[src/rtl/updown_mod16_counter_if.sv]
// updown_mod16_counter_if: direction input and count output of the up/down counter
interface updown_mod16_counter_if #(
  parameter int WIDTH = 5
);
  logic             mode;
  logic [WIDTH-1:0] q;
  modport master (output mode, input q);
  modport slave (input mode, output q);
endinterface

[src/rtl/updown_mod16_counter.sv]
// updown_mod16_counter: free-running up/down counter, modulus MAX_COUNT+1, async active-high reset
module updown_mod16_counter #(
  parameter int WIDTH     = 5,
  parameter int MAX_COUNT = 15
) (
  input logic                 clk,
  input logic                 reset,
  updown_mod16_counter_if.slave bus
);
  localparam logic [WIDTH-1:0] MAX = WIDTH'(MAX_COUNT);
  localparam logic [WIDTH-1:0] ONE = WIDTH'(1);
  logic [WIDTH-1:0] q_q, q_d;
  // next count: explicit wrap compares; an out-of-range value recovers to the wrap target of the direction
  always_comb begin
    q_d = bus.mode ? ((q_q == '0 || q_q > MAX) ? MAX : q_q - ONE)
                   : ((q_q >= MAX) ? '0 : q_q + ONE);
  end
  // count register, cleared immediately by reset
  always_ff @(posedge clk or posedge reset) begin
    if (reset) q_q <= '0;
    else       q_q <= q_d;
  end
  assign bus.q = q_q;
endmodule

[src/flat_wrapper.sv]
// flat-port wrapper written by rule: the top's interface ports become plain ports
module updown_mod16_counter_flat 
#(
  parameter int WIDTH     = 5,
  parameter int MAX_COUNT = 15
)
  (clk, reset, bus_mode, bus_q);
  updown_mod16_counter_if #(.WIDTH(WIDTH)) bus_i ();
  input logic clk;
  input logic reset;
  input wire logic [$bits(bus_i.mode)-1:0] bus_mode;
  output wire logic [$bits(bus_i.q)-1:0] bus_q;
  assign bus_i.mode = bus_mode;
  assign bus_q = bus_i.q;
  updown_mod16_counter #(.WIDTH(WIDTH), .MAX_COUNT(MAX_COUNT)) u_core (.clk(clk), .reset(reset), .bus(bus_i));
endmodule
[config.mk]
export PLATFORM = sky130hd
export DESIGN_NAME = updown_mod16_counter_flat
export DESIGN_NICKNAME = d
export VERILOG_FILES = /design/src/rtl/updown_mod16_counter_if.sv /design/src/rtl/updown_mod16_counter.sv /design/src/flat_wrapper.sv
export SDC_FILE = /design/constraint.sdc
export NUM_CORES = 1
export LEC_CHECK = 0
export CAP_MARGIN = 10
export CORE_AREA = 2 2 39 41
export DETAILED_ROUTE_END_ITERATION = 7
export DIE_AREA = 0 0 41 43
export DONT_BUFFER_PORTS = 1
export GPL_TIMING_DRIVEN = 0
export PLACE_DENSITY = 0.53
export SYNTH_ARGS = -nofsm -noshare
export SYNTH_HDL_FRONTEND = slang
export SYNTH_SLANG_ARGS = --single-unit
[constraint.sdc]
create_clock -name clk -period 2.1 [get_ports clk]
set_input_delay 0.21 -clock clk [delete_from_list [all_inputs] [get_ports clk]]
set_output_delay 0.21 -clock clk [all_outputs]
set_load 0.005 [all_outputs]
==> reports/qor.csv <==
stage,metric,value,unit
synthesis,avgSynthCellArea,8.71,um^2
worst_setup_path,crit_chain,"ha_1, and3_2, ha_2, or4_4, o22ai_2, a211o_1",
timing,period_share,0.959,
worst_setup_path,crit_type,reg -> reg,
hold_path,hold_path_class,in -> reg,
synthesis,ys_types,24,
worst_setup_path,worst-path-buf-inv,0,
outcome,outcome,completed,
timing,max_freq,0.497,GHz
clock_tree,clockBufferDepth,2,
detailed_routing,antenna_left,0,
worst_setup_path,worstSetupPathDepth,6,
detailed_routing,vias_per_cell,5.45,
die,core_area,1380,um^2
clock_tree,cts_sinks,5,
detailed_routing,routedWlPerCell,13.9,um
die,die_x,41,um
clock_tree,htree_levels,1,
synthesis,synth_warnings,0,
worst_setup_path,cp_data_required_time,2.28,ns
grt,grt_pass1_wl,1540,um
power_and_ir_drop,leakagePower,0.205,nW
synthesis,synth_area_leaders,"dfrtp_1, ha_1, o2bb2ai_1",
die,die_h,43,um
timing,rsz0062_at_grt,no,
timing,hold_viol,0,
clock_tree,worstSkewPairLatency,0.24,ns
die,io_pins,8,
grt,grt_pass1_vias,357,
synthesis,netlist.area_leader.share,0.299,
hold_path,worst_hold_path.num_cells,2,
detailed_routing,drt_first_pass_iters,2,
detailed_routing,routed_wl,962,um
place,io_buffers,0,
detailed_routing,vias,376,
timing,finClkSkew,0.00291,ns
synthesis,async_reset_ff_frac,1.00,
worst_setup_path,cp_slowest_cell,or4_4,
timing,setup_viol,0,
timing,tightest_slew,0.385,ns
grt,grt_max_degree,11,
die,start_util,0.302,
timing,max_slew_margin,0.743,
synthesis,syn-num-nets,54,
cells_and_area,largest_reg_flops,5,
power_and_ir_drop,power,676,uW
place,hpwl,710,um
worst_setup_path,slowest_delay,0.55,ns
worst_setup_path,ff2ff_path_depth,6,
synthesis,netlist_area,418,um^2
clock_tree,cts_setup_buffers,0,
synthesis,synth_edf_count,0,
cells_and_area,diodes,0,
cells_and_area,area_growth,14.4,%
grt,grt-ovfl-total,0,
clock_tree,cts_tree,done,
grt,antenna_found_initial,0,
detailed_routing,drc_errors,0,
synthesis,synth_cells,48,
timing,period_needed,2.01,ns
synthesis,ys_seq_area_frac,0.299,
worst_setup_path,worst_path_dominant_cell_family,simple AND/OR/NAND/NOR gates,
synthesis,ys_ff_latch,5,
detailed_routing,drt-initial-drc-count,2,
grt,track_usage,0.127,
timing,fin_tns_setup,0,ns
clock_tree,clkTransAtPathRegs,0.05,ns
worst_setup_path,path_max_fanout,8,
synthesis,synth_largest_area_cell,dfrtp_1,
die,dieArea,1760,um^2
die,rows,14,
worst_setup_path,timing.critical_path.arrival,2.19,ns
worst_setup_path,cp-end-kind,flop,
worst_setup_path,worstSetupStartpointType,flop,
clock_tree,cts-root-buf,clkbuf_4,
place,gp_congestion,0.737,
synthesis,synth_common_cells,"dfrtp_1, inv_1, nor2_1, o2bb2ai_1",
synthesis,ys.flop_type,dfrtp_1,
timing,drv_slew,0,
job,max-cap-violations,0,
power_and_ir_drop,ir_drop,0.000418,V
power_and_ir_drop,power.density,1410,nW/um^2
cells_and_area,layout-drive-gt1-share,0.208,
clock_tree,cts_made_buffers,3,
cells_and_area,nets,60,
[metal layers]
metal / vias to the layer above / track usage / wire length (um)
met5: - / 0 / 0
met4: 0 / 0.0200 / 0
met3: 0 / 0.0471 / 29
met2: 5 / 0.188 / 470
met1: 180 / 0.178 / 462
li1: 191 / - / -
[per-stage QoR]
stage          hold WS, ns  area [um^2]  utilization  setup WS [ns]  std cells
3_3_place_gp       0.00712          438        0.316         0.0127         64
4_1_cts              0.215          474        0.343       0.000741         69
3_5_place_dp       0.00545          438        0.316        0.00610         64
2_1_floorplan      -0.0115          418            -          0.169         48
6_report             0.215          478        0.345         0.0866         69
5_1_grt              0.201          478        0.345         0.0240         69
[report_power, final]
part	leakage, nW	switching, mW	total, mW	internal (mW)
Sequential	0.0620	0.0786	0.219	0.140
Clock	0.0150	0.0400	0.112	0.0719
Combinational	0.128	0.171	0.346	0.175
[path summary, 6_finish.rpt]
path	startpoint	slack, ns	endpoint
max in group asynchronous	reset	1.62	u_core.bus.q[0]
worst min-delay path	bus_mode	0.22	u_core.bus.q[4]
worst max register to register	u_core.bus.q[0]	0.09	u_core.bus.q[2]
worst max-delay path	u_core.bus.q[0]	0.09	u_core.bus.q[2]
worst min register to register	u_core.bus.q[0]	0.61	u_core.bus.q[0]
min in group asynchronous	reset	0.31	u_core.bus.q[3]
[timing repair]
action                     CTS  global route
setup endpoints to repair    0             2
hold buffers                 1             0
hold endpoints to repair     5             0
resized for setup            0             3
[layout make-up]
cell class                      count  area (um^2)
Buffer                              3         20.0
Clock buffer                        4         26.3
Fill cell                         156          906
Inverter                            5         18.8
Multi-Input combinational cell     35          258
Sequential cell                     5          125
Tap cell                           16         20.0
Timing Repair Buffer                1         10.0
[logic make-up (layout without fill, tap and decap cells)]
logic type,after synthesis,after routing,share of synthesized area
DFF,5,5,0.299
buffers and inverters,8,13,0.0898
and+or+nand+nor,16,16,0.231
AOI/OAI and AO/OA,16,16,0.290
adders and majority gates,3,3,0.0898
[cells in the final DEF, fill, tap and decap left out]
master / netlist / final
o221a_2: 1 / 1
clkbuf_1: 2 / 2
a22oi_1: 1 / 1
ha_2: 0 / 1
o21ai_0: 2 / 2
and4_4: 1 / 1
or4_4: 1 / 1
nand2_1: 1 / 1
nand3b_1: 1 / 1
buf_6: 1 / 1
and3_2: 1 / 1
nor2_1: 5 / 5
inv_1: 5 / 5
o22ai_2: 1 / 1
clkbuf_4: 0 / 3
nor3b_1: 1 / 1
o22ai_1: 1 / 1
dfrtp_1: 5 / 5
o31ai_1: 2 / 2
dlygate4sd3_1: 0 / 1
ha_1: 3 / 2
nor4b_1: 1 / 1
clkbuf_2: 0 / 1
a21oi_1: 3 / 3
nand3_1: 3 / 3
o2bb2ai_1: 4 / 4
nor3_1: 1 / 1
a211o_1: 1 / 1
No activity file was read; power rests on OpenSTA's default activity.
